File: config.mk
export PLATFORM = sky130hd
export DESIGN_NAME = id_ex_pipe
export DESIGN_NICKNAME = d
export VERILOG_FILES = /design/src/rtl/id_ex_pipe.sv
export SDC_FILE = /design/constraint.sdc
export NUM_CORES = 1
export LEC_CHECK = 0
export CORE_UTILIZATION = 28
export CTS_CLUSTER_DIAMETER = 150
export DETAILED_ROUTE_END_ITERATION = 8
export HOLD_SLACK_MARGIN = 0.08
export PLACE_DENSITY = 0.57
export SLEW_MARGIN = 20
export SYNTH_ARGS = -nofsm -noshare
export SYNTH_HDL_FRONTEND = slang
export SYNTH_SLANG_ARGS = --single-unit
File: constraint.sdc
create_clock -name clk_i -period 1.9 [get_ports clk_i]
set_input_delay 0.38 -clock clk_i [delete_from_list [all_inputs] [get_ports clk_i]]
set_output_delay 0.38 -clock clk_i [all_outputs]
set_load 0.03 [all_outputs]
File: src/rtl/id_ex_pipe.sv
// -----------------------------------------------------------------------------
// id_ex_pipe
//   ID->EX pipeline register placed directly after the decode Control unit.
//   Captures the control bits, register-file read data, immediate, funct and
//   register addresses of one decoded instruction, resolves the destination
//   register from RegDst at capture time, and hands one beat per cycle to EX.
//
//   Elastic valid/ready on both sides. Storage is a main slot (M) that drives
//   the outputs and a skid slot (S) that absorbs the beat arriving in the same
//   cycle EX stalls, so ready_o never depends combinationally on ready_i.
//
// Ports
//   clk_i, rst_i           clock, synchronous active-high reset
//   flush_i                squash every held beat; the offered input is dropped
//   valid_i / ready_o      upstream handshake (decode side)
//   RegDst_i .. RDaddr_i   decoded instruction fields
//   valid_o / ready_i      downstream handshake (EX side)
//   ALUSrc_o .. WRaddr_o   fields of the beat held in M
//   RegWrite_o             M.RegWrite qualified by M.valid (0 on a bubble)
// -----------------------------------------------------------------------------
module id_ex_pipe #(
    parameter int DATA_W = 32,
    parameter int REG_AW = 5
) (
    input  logic              clk_i,
    input  logic              rst_i,
    input  logic              flush_i,
    input  logic              valid_i,
    output logic              ready_o,
    input  logic              RegDst_i,
    input  logic              ALUSrc_i,
    input  logic              RegWrite_i,
    input  logic [1:0]        ALUOp_i,
    input  logic [DATA_W-1:0] RSdata_i,
    input  logic [DATA_W-1:0] RTdata_i,
    input  logic [DATA_W-1:0] imm_i,
    input  logic [5:0]        funct_i,
    input  logic [REG_AW-1:0] RSaddr_i,
    input  logic [REG_AW-1:0] RTaddr_i,
    input  logic [REG_AW-1:0] RDaddr_i,
    output logic              valid_o,
    input  logic              ready_i,
    output logic              ALUSrc_o,
    output logic [1:0]        ALUOp_o,
    output logic              RegWrite_o,
    output logic [DATA_W-1:0] RSdata_o,
    output logic [DATA_W-1:0] RTdata_o,
    output logic [DATA_W-1:0] imm_o,
    output logic [5:0]        funct_o,
    output logic [REG_AW-1:0] RSaddr_o,
    output logic [REG_AW-1:0] RTaddr_o,
    output logic [REG_AW-1:0] WRaddr_o
);

    // One stored beat. RegDst is not kept: it is folded into wr_addr.
    typedef struct packed {
        logic              alu_src;
        logic [1:0]        alu_op;
        logic              reg_write;
        logic [DATA_W-1:0] rs_data;
        logic [DATA_W-1:0] rt_data;
        logic [DATA_W-1:0] imm;
        logic [5:0]        funct;
        logic [REG_AW-1:0] rs_addr;
        logic [REG_AW-1:0] rt_addr;
        logic [REG_AW-1:0] wr_addr;
    } beat_t;

    beat_t in_beat_s;
    beat_t m_r;
    beat_t s_r;
    logic  m_valid_r;
    logic  s_valid_r;
    logic  accept_s;
    logic  drain_s;

    // Upstream may push only while the skid slot is free and not in reset.
    assign ready_o  = ~s_valid_r & ~rst_i;
    assign accept_s = valid_i & ready_o & ~flush_i;
    assign drain_s  = m_valid_r & ready_i;

    // Pack the incoming fields and resolve the destination register.
    always_comb begin
        in_beat_s.alu_src   = ALUSrc_i;
        in_beat_s.alu_op    = ALUOp_i;
        in_beat_s.reg_write = RegWrite_i;
        in_beat_s.rs_data   = RSdata_i;
        in_beat_s.rt_data   = RTdata_i;
        in_beat_s.imm       = imm_i;
        in_beat_s.funct     = funct_i;
        in_beat_s.rs_addr   = RSaddr_i;
        in_beat_s.rt_addr   = RTaddr_i;
        in_beat_s.wr_addr   = RTaddr_i;
        if (RegDst_i) begin
            in_beat_s.wr_addr = RDaddr_i;
        end else begin
            in_beat_s.wr_addr = RTaddr_i;
        end
    end

    // Main/skid slot update: reset, then flush, then normal elastic flow.
    always_ff @(posedge clk_i) begin
        if (rst_i) begin
            m_r       <= '0;
            s_r       <= '0;
            m_valid_r <= 1'b0;
            s_valid_r <= 1'b0;
        end else if (flush_i) begin
            // Payload is left as-is; only the valid bits matter after a squash.
            m_valid_r <= 1'b0;
            s_valid_r <= 1'b0;
        end else if (!m_valid_r || drain_s) begin
            if (s_valid_r) begin
                // Skid beat is older than anything upstream; it goes first.
                m_r       <= s_r;
                m_valid_r <= 1'b1;
                s_valid_r <= 1'b0;
            end else if (accept_s) begin
                m_r       <= in_beat_s;
                m_valid_r <= 1'b1;
            end else begin
                m_valid_r <= 1'b0;
            end
        end else if (accept_s) begin
            // M is stalled: park the new beat, which also drops ready_o.
            s_r       <= in_beat_s;
            s_valid_r <= 1'b1;
        end else begin
            m_valid_r <= m_valid_r;
            s_valid_r <= s_valid_r;
        end
    end

    // Handshake and control outputs are forced to idle while reset is applied,
    // so they are clean even in the very first reset cycle.
    assign valid_o    = m_valid_r & ~rst_i;
    assign RegWrite_o = m_r.reg_write & m_valid_r & ~rst_i;
    assign ALUOp_o    = rst_i ? 2'b00 : m_r.alu_op;
    assign WRaddr_o   = rst_i ? {REG_AW{1'b0}} : m_r.wr_addr;

    assign ALUSrc_o   = m_r.alu_src;
    assign RSdata_o   = m_r.rs_data;
    assign RTdata_o   = m_r.rt_data;
    assign imm_o      = m_r.imm;
    assign funct_o    = m_r.funct;
    assign RSaddr_o   = m_r.rs_addr;
    assign RTaddr_o   = m_r.rt_addr;

endmodule

Word level (Yosys, flattened, before mapping)
Index checks and enable logic that the tools add are counted.

Register bits after elaboration: 244. Input port bits: 127. Output and inout port bits: 123. Word-level logic and storage cells: 47.

Muxes and demuxes: 7. Bitwise gates (word level): 11. Reductions and logical operators: 7.

Operators by type and width (count): 2-to-1 mux 121 bit (2); 2-to-1 mux 5 bit (2); AND 1 bit (7); AND reduction 3 bit (2); inverter 1 bit (4); OR reduction 3 bit (1); 2-to-1 mux 1 bit (2); 2-to-1 mux 2 bit (1); nonzero test 2 bit (1); OR reduction 2 bit (1); zero test 1 bit (1); logical OR 1 bit (1).

Longest topological paths before layout
Depth in word-level cells: 6. Mapped depth: 7. Gate-level depth less buffers: 3.

Worst setup path after synthesis
Ideal clock, no wire load.

Path type: in2out. Start: input port rst_i. End: output port RegWrite_o. Arrival: 1381 ps. Required time: 1520 ps. Slack: 139 ps. Cell stages on the path: 3. Path buffers: 1. Cells stage by stage: buf_2 > nor2b_1 > and2_1.

Cells in the longest elaborated chain, start to end: 2.

RTL lines: start, declared (RTL line 26) `input logic rst_i,`; inverter 1 bit (RTL line 137) `assign RegWrite_o = m_r.reg_write & m_valid_r & ~rst_i;`; AND 1 bit (RTL line 137); end, declared (RTL line 45) `output logic RegWrite_o,`.

No other way between the ends.

Final worst setup path
Start: register s_valid_r. End: register m_r, in the netlist RSaddr_o[4].

Cells in the longest elaborated chain, start to end: 6. Elaborated cells between the ends (all ways): 7. Classes of those cells: mux (1); bitwise (4); reduce/logical (2).

RTL lines: start, declared (RTL line 73) `logic s_valid_r;`; start signal, assigned (RTL line 130) `s_valid_r <= s_valid_r;`; inverter 1 bit (RTL line 78) `assign ready_o = ~s_valid_r & ~rst_i;`; AND 1 bit (RTL line 78); AND 1 bit (2 in a row) (RTL line 79) `assign accept_s = valid_i & ready_o & ~flush_i;`; nonzero test 2 bit (no line); AND reduction 3 bit (no line); end signal, assigned (RTL line 115) `m_r <= s_r;`; end signal, assigned (RTL line 119) `m_r <= in_beat_s;`; end, declared (RTL line 70) `beat_t m_r;`.

Parallel ways exist; a longest one is shown, timed or not. A chain may end at the register's enable or synchronous reset.

==> out/metrics.cfg <==
[synthesis]
syn_area_um2 = 12200
synth.most_common_cell = dfxtp_1
synth_edf_count = 0
async_flop_share_pct = 0
syn_nets = 1506
synth_common_cells = dfxtp_1, a21oi_1, mux2_2
ys_warn_count = 0
yosysTopAreaCell = dfxtp_1
synth_top_flop_cell = dfxtp_1
ys_seq_area_share_pct = 40.1
yosysUniqueCellTypes = 26
postSynthAreaPerCell_um2 = 8.84
yosys-top-cells-area = dfxtp_1, mux2_2, a2111oi_0
ys_ff_latch = 244
syn_inst = 1379
yosys.area.top_type_share_pct = 40.1

[clocking]
cts.sinks = 244
cts_tree = built
clock_latency_ns = 0.56
cts_hold_buffers = 0
htreeDepth = 1
clk_pin_slew_ns = 0.06
cts_buffer_depth = 3
root_buffer = clkbuf_16
cts-buffers-inserted = 29

[layout]
final_nets = 1574
area_growth_pct = 29.1
drive_gt1_share_pct = 17.3
final_util_pct = 36.6
final_area_um2 = 15700
fillCellCount = 4394

[worst_setup_path]
cp_max_fo = 24
worst_setup_path_end_kind = register
start_kind = register
r2r_cells = 4
crit_path_end = RSaddr_o[4]
crit_type = reg -> reg
r2r_end = RSaddr_o[4]
cp.arrival_ns = 2.28
r2r_slack_ns = 0.03
crit_start = s_valid_r
reg2reg_from = s_valid_r
cp.required_ns = 2.31

[timing]
fmax_mhz = 534
fin_crit_sh_pct = 98.6
setup_ws_ns = 0.0266
relSlewSlack_pct = 48.1
finalHoldViolCount = 0
drv_slew = 0
rsz0062_at_grt = yes
setup-violations-final = 0
fin_tns_setup_ns = 0
fin_crit_ns = 1.87
tightest_slew_ns = 0.779
skew_ns = 0.0180

[power_and_ir_drop]
peakVddDrop_uv = 580
p_per_area_nw_per_um2 = 814
leakagePower_nw = 5.46

[global_route]
met1_usage_pct = 22.5
grt_max_degree = 121
grtUsageMet2_pct = 27.6
busiest_layer = met2
grt_pass1_wl_um = 60800
grt_pass1_vias = 10500
track_usage_pct = 17.0
use_met3_pct = 3.23
antenna_found_initial = 1
overflow = 0

[floorplan]
num_rows = 76
pin_count = 250
dieArea_um2 = 44400
die_width_um = 211
die_y_um = 211
coreArea_um2 = 43000
start_util_pct = 28.4

[routing]
wl_um = 39400
ant_nets = 0
avgViaCountPerCell = 5.17
routed-via-count = 10600
drc = 0
drtIter0Drc = 647
route.detailed.wl_per_inst_um = 19.2
dr.pass1.iters = 5

[min_path]
min_path_type = in -> reg

[placement]
globalplace.congestion = 0.743
dp_hpwl_um = 24200
pre_cts_slack_ns = -0.337
portBuffers = 249
dpl_cell_area_um2 = 14700

[run_status]
status = finished, final reports clean

[run]
max_cap_viol_count = 0

==> registers in the layout, indices dropped and copies added (netlist names), 5 cells and up <==
name	cells
RSaddr_o	5
RSdata_o	32
RTaddr_o	5
RTdata_o	32
funct_o	6
imm_o	32
m_r	8
s_r	121
==> report_power, final <==
part / total [W] / switching, W / internal (W)
clock: 0.00579 / 0.00228 / 0.00352
combinational: 0.00167 / 0.000966 / 0.000704
sequential: 0.00535 / 0.0000805 / 0.00527
==> critical path, stage by stage (launching register included) <==
cell       delay [ns]
dfxtp_4          0.43
buf_12           0.21
mux2_2           0.36
a2111oi_0        0.61
a211oi_1         0.11
==> layer usage <==
metal  vias to the layer above  part of all wire [%]
met2                       331                    47
met4                         0                   2.8
met1                      5145                    44
met3                        63                   6.3
li1                       5055                     -
met5                         -                     0
==> cells in the final DEF, fill, tap and decap left out, types with 6 or more instances in the layout <==
cell,n
inv_1,116
o21ai_0,116
a2111oi_0,77
clkbuf_16,29
nor2_1,6
nor3_1,10
dlygate4sd2_1,113
a211oi_1,116
buf_12,34
dfxtp_1,242
clkbuf_8,6
clkdlybuf4s50_1,124
buf_4,33
nand3_1,116
a2111oi_1,31
a2111oi_2,6
a21oi_1,121
mux2_2,121
clkbuf_1,6
==> final cells by class <==
type | count | area [µm²] | share of cell area, %
diodes | 1 | 2.50 | 0.0159
repair buffers | 307 | 3220 | 20.4
clock buffers | 40 | 817 | 5.19
flip-flops and latches | 244 | 4890 | 31.1
well taps | 585 | 732 | 4.65
inverters | 117 | 442 | 2.81
multi-input cells | 748 | 5480 | 34.8
clock inverters | 9 | 154 | 0.978
==> metrics by stage <==
step	power, W	cells	hold WS [ns]
floorplan	0.00649	1379	0.429
global placement	0.00719	1998	0.444
detailed placement	0.00720	1998	0.445
CTS	0.0130	2050	0.111
global route	0.0134	2051	0.137
finish	0.0128	2051	0.144
==> logic make-up after synthesis <==
group / share of synthesized area (%)
AO/OA/AOI/OAI: 25.8
buffers and inverters: 16.3
flip-flops: 40.1
AND/OR/NAND/NOR: 6.22
multiplexers: 11.6
==> worst min-delay path by stage <==
stage	from	end	slack, ns	depth (start not counted)
after floorplan	m_r[117]	m_r[117]	0.43	2
after global placement	m_r[117]	m_r[117]	0.44	2
after detailed placement	RSdata_o[6]	RSdata_o[6]	0.44	2
after CTS	flush_i	m_valid_r	0.11	3
after global routing	flush_i	m_valid_r	0.14	3
final	flush_i	m_valid_r	0.14	3
==> timing repair <==
item,4_1_cts,5_1_grt
gates resized for setup,117,49
setup buffers,2,0
hold endpoints to repair,0,0
endpoints found under the setup margin,122,37
cloned,1,0
Note: power is estimated with default switching activity, not from simulation.
==> variant 1: new RTL, same settings <==
Change the parameter `REG_AW` from 5 to 4.
--- a/src/rtl/id_ex_pipe.sv
+++ b/src/rtl/id_ex_pipe.sv
@@ -22,3 +22,3 @@
     parameter int DATA_W = 32,
-    parameter int REG_AW = 5
+    parameter int REG_AW = 4
 ) (
Ports: changed (6 resized); port bits go from 250 to 244. The function was not compared with the original's and may differ.
==> variant 1 against the original RTL <==
First-iteration DRC count down 9.0%. Via count down 3.2%. Critical path type unchanged. Sequential cell count fell by 6. Final area decreased by 3.2%. Hold slack gained 0.10 ns. Count of clock-buffer cells in the layout up 1. Wire length decreased by 6.7%. Area after synthesis shrank 2.9%. Setup slack improved by 0.010 ns. Power down 3.0%. Synthesized cell count fell by 2.2%.
==> variant 1: results (changes against the original RTL) <==
status complete, no violations; Post-Layout Cell Count 1980 (-3.5%); GPL Wtd Cong 0.759 (+2.2%); Critical Path AT 2.26 ns (-0.02 ns); largest net degree at the start of global routing 135 (+12%); Crit-path slowest cell a2111oi_1; sequential standard cell area 4770 um2 (-2.5%); FF-to-FF End imm_o[26]; Antenna Cells 0 (-1); area of the multi-input gates 5260 um2 (-4.0%); drt initial violations 589 (-9.0%); WL/cell 18.6 um (-3.4%); number of global-route vias before repair 10.1k (-4.2%); DP Worst Slack -0.330 ns (+0.00650 ns); Max stage delay on crit path 0.48 ns (-0.13 ns); Non-clock buffering overhead 0.206 (+0.00179); post-placement cell area 14400 um2 (-2.4%); post-route cell area 15200 um2 (-3.2%); Gate Count Post-Synth 1349 (-2.2%); dpl cells 1928 (-3.5%); clock buffers 41 (+2.5%); WHS 0.244 ns (+0.0999 ns); Fmax 0.537 GHz (+0.56%); Synth Net Count 1473 (-2.2%); Post-DP HPWL 23.7 mm (-2.0%); number of setup buffers added after CTS 0 (-2); nonclk inv count 115 (-1.7%); non-clock buffer count in the final layout 314 (+2.3%); Distinct cells, synth 25 (-3.8%); FF-to-FF path depth 5 (+1); ranking of synthesized cells by area dfxtp_1 (40%), mux2_2 (11%), a2111oi_0 (8.4%); skew final 0.00785 ns (-0.0101 ns); initial antenna violation count 0 (-1); share of cells above drive strength 1 0.178 (+0.00548); Mapped Area 11800 um2 (-2.9%); peak supply drop 0.623 mV (+7.3%); Final nets 1551 (-1.5%); Post-synth top cells dfxtp_1 (238), clkbuf_1 (127), a21oi_1 (118), mux2_2 (118), inv_1 (115); Tot GR Track Use 0.165 (-0.00584); Seq Cell Count 238 (-2.5%); I/O Buffers 243 (-2.4%); number of fill cells 4217 (-4.0%)
variant 1: tightest hold or removal path: stages:
cell,delay (ns)
clkbuf_8,0.19
nor2_1,0.07
o31a_1,0.10
variant 1: logic make-up (layout without fill, tap and decap cells):
family,Yosys count,after routing,synth area share
AOI/OAI and AO/OA,467,467,0.260
buffers and inverters,382,481,0.161
DFF,238,238,0.402
muxes,122,122,0.116
and+or+nand+nor,140,140,0.0603
variant 1: power breakdown:
part	internal [mW]	switching, mW	leakage, nW
Clock	3.40	2.22	0.478
Sequential	5.14	0.0744	1.93
Combinational	0.676	0.913	2.94
Total	9.22	3.21	5.35
variant 1: timing repair:
item,in CTS,in global routing
cloned,0,0
resized for setup,122,18
endpoints found under the setup margin,117,17
variant 1: layer usage:
metal	track usage	share of wire	vias to the layer above	routed length, um
met2	0.271	0.46	334	17000
li1	-	-	4953	-
met3	0.0446	0.073	41	2700
met1	0.216	0.45	4929	16500
met4	0.0327	0.016	0	576
met5	0	0	-	0
==> variant 2: new RTL, same flow settings <==
Without the edit above. Reset style: asynchronous (`rst_i`), changed in one clocked block. Comments in the files are not updated.
--- a/src/rtl/id_ex_pipe.sv
+++ b/src/rtl/id_ex_pipe.sv
@@ -101,3 +101,3 @@
     // Main/skid slot update: reset, then flush, then normal elastic flow.
-    always_ff @(posedge clk_i) begin
+    always_ff @(posedge clk_i or posedge rst_i) begin
         if (rst_i) begin
Behaviour: differs if rst_i is asserted again (counterexample within 4 cycles, from zero or initial values and one cycle with rst_i high); with rst_i held inactive, the same outputs for 4 cycles.
==> variant 2 against the original RTL <==
Maximum frequency up 2.3%. Sequential cell count unchanged. Critical path depth up 1. Register-to-register slack better by 0.10 ns. Final area down 4.4%. Setup slack better by 0.042 ns. Area after synthesis down 5.4%. Synthesized cell count down 42%. Wire length down 36%.
Power is not compared: it rests on default switching activity, and its combinational part moved more than twofold at a synthesized area within 25%.
==> variant 2: results (changes against the original RTL) <==
Leak 6.70 nW; I/O Buffers 249 (unchanged); status complete, no violations; number of fill cells 3920 (-11%); clock-pin transition on the worst setup and hold timing paths 0.06 ns (about the same); CTS Root Cell clkbuf_16; max-cap violations 0 (unchanged); Post-synth top cells mux2_2 (261), dfrtp_1 (244), buf_4 (113); Num CTS Buffers 30 (+3.4%); Crit-path slowest cell clkdlybuf4s50_1; routed wire length 25.4 mm (-36%); FF-to-FF End RTdata_o[25]; R2R Setup Slk 0.13 ns (+0.10 ns); drt initial violations 184 (-72%); vias per cell 4.27 (-17%); Critical Path AT 1.45 ns (-0.83 ns); DRC violations left 0 (unchanged); Yosys top cell area share 0.529 (+0.129); Max H-tree Level 1 (unchanged); Tightest Pin Transition 0.418 ns (-0.361 ns); skew final 0.00740 ns (-0.0106 ns); dpl cells 1453 (-27%); ranking of synthesized cells by area dfrtp_1 (53%), mux2_2 (25%), mux2_1 (9.1%); Distinct cells, synth 22 (-15%); largest register by flop count s_r; share of cells above drive strength 1 0.377 (+0.205); Max stage delay on crit path 0.49 ns (-0.12 ns); DP Worst Slack -0.326 ns (+0.0108 ns); multiplexer share of the synthesized area 0.354 (+0.238); peak supply drop 0.674 mV; Antenna Cells 0 (-1); r2r startpoint s_valid_r; Tot GR Track Use 0.123 (-0.0472); register area share after synthesis 0.529 (+0.129); synth warn 0 (unchanged); largest net degree at the start of global routing 68 (-44%); Clock Tree Buf Depth 3 (unchanged); post-synthesis compound-gate area fraction 0.00466 (-0.253); Gate Count Post-Synth 794 (-42%); first-pass GRT wire length 40.6 mm (-33%); Synth Net Count 921 (-39%); WL/cell 16.8 um (-12%); ys async rst share 1.00 (+1.00); DRT Pass-1 Iters 4 (-1); Final nets 1090 (-31%); Final setup viols 0 (unchanged); Post-DP HPWL 17.5 mm (-28%); number of global-route vias before repair 7117 (-33%); crit path max fanout 10 (-58%); Largest register FFs 121 (unchanged); HP Class input port to async pin; GPL Wtd Cong 0.722 (-2.8%); Main synth FF type dfrtp_1
-- variant 2: critical path: cells and delay by family --
kind                   cells  cell delay [ns]
and+or+nand+nor            2             0.21
buffers and inverters      3             0.85
-- variant 2: how the worst max path moves through the flow --
stage	from	end	slack, ns	cells past startpoint
floorplan	rst_i	ALUSrc_o	-1.86	2
global placement	valid_i	RSaddr_o[0]	-0.30	6
detailed placement	valid_i	RSdata_o[2]	-0.33	6
CTS	rst_i	WRaddr_o[3]	-0.0003	4
global route	rst_i	RegWrite_o	0.03	5
finish	rst_i	RegWrite_o	0.07	5
-- variant 2: what timing repair did --
action                     4_1_cts  5_1_grt
resized for setup              117        2
hold buffers                     0        0
setup endpoints to repair      116        2
setup buffers                    2        1
-- variant 2: stage by stage --
stage | instance area [um2] | hold slack (ns)
floorplan | 11600 | 0.450
global placement | 14200 | 0.464
detailed placement | 14200 | 0.469
CTS | 15000 | 0.395
global route | 15000 | 0.409
finish | 15000 | 0.411
-- variant 2: layout make-up --
type / count / share of cell area
Clock buffer: 45 / 0.0611
Tap cell: 525 / 0.0437
Multi-Input combinational cell: 388 / 0.284
Inverter: 8 / 0.00225
Sequential cell: 244 / 0.406
Timing Repair Buffer: 291 / 0.198
Clock inverter: 7 / 0.00458
-- variant 2: metal layers --
metal,share of wire,track usage,vias to the layer above
li1,-,-,3003
met1,0.43,0.154,3247
met4,0.021,0.0413,2
met5,0.00051,0,-
met3,0.067,0.0329,31
met2,0.48,0.205,151
-- variant 2: kinds of logic (layout without fill, tap and decap cells) --
family | count (synthesis) | in the layout
compound gates | 6 | 6
buf+inv | 162 | 351
flops | 244 | 244
mux | 364 | 364
simple gates | 18 | 18
-- variant 2: power groups by stage --
| stage | sequential (mW) | combinational [mW] | clock [mW] |
|---|---|---|---|
| 2_1_floorplan | 6.68 | 3.13 | 0 |
| 3_3_place_gp | 6.79 | 4.09 | 0 |
| 3_5_place_dp | 6.83 | 4.13 | 0 |
| 4_1_cts | 6.72 | 3.77 | 5.91 |
| 5_1_grt | 6.86 | 3.95 | 6.09 |
| 6_report | 6.71 | 3.70 | 5.66 |
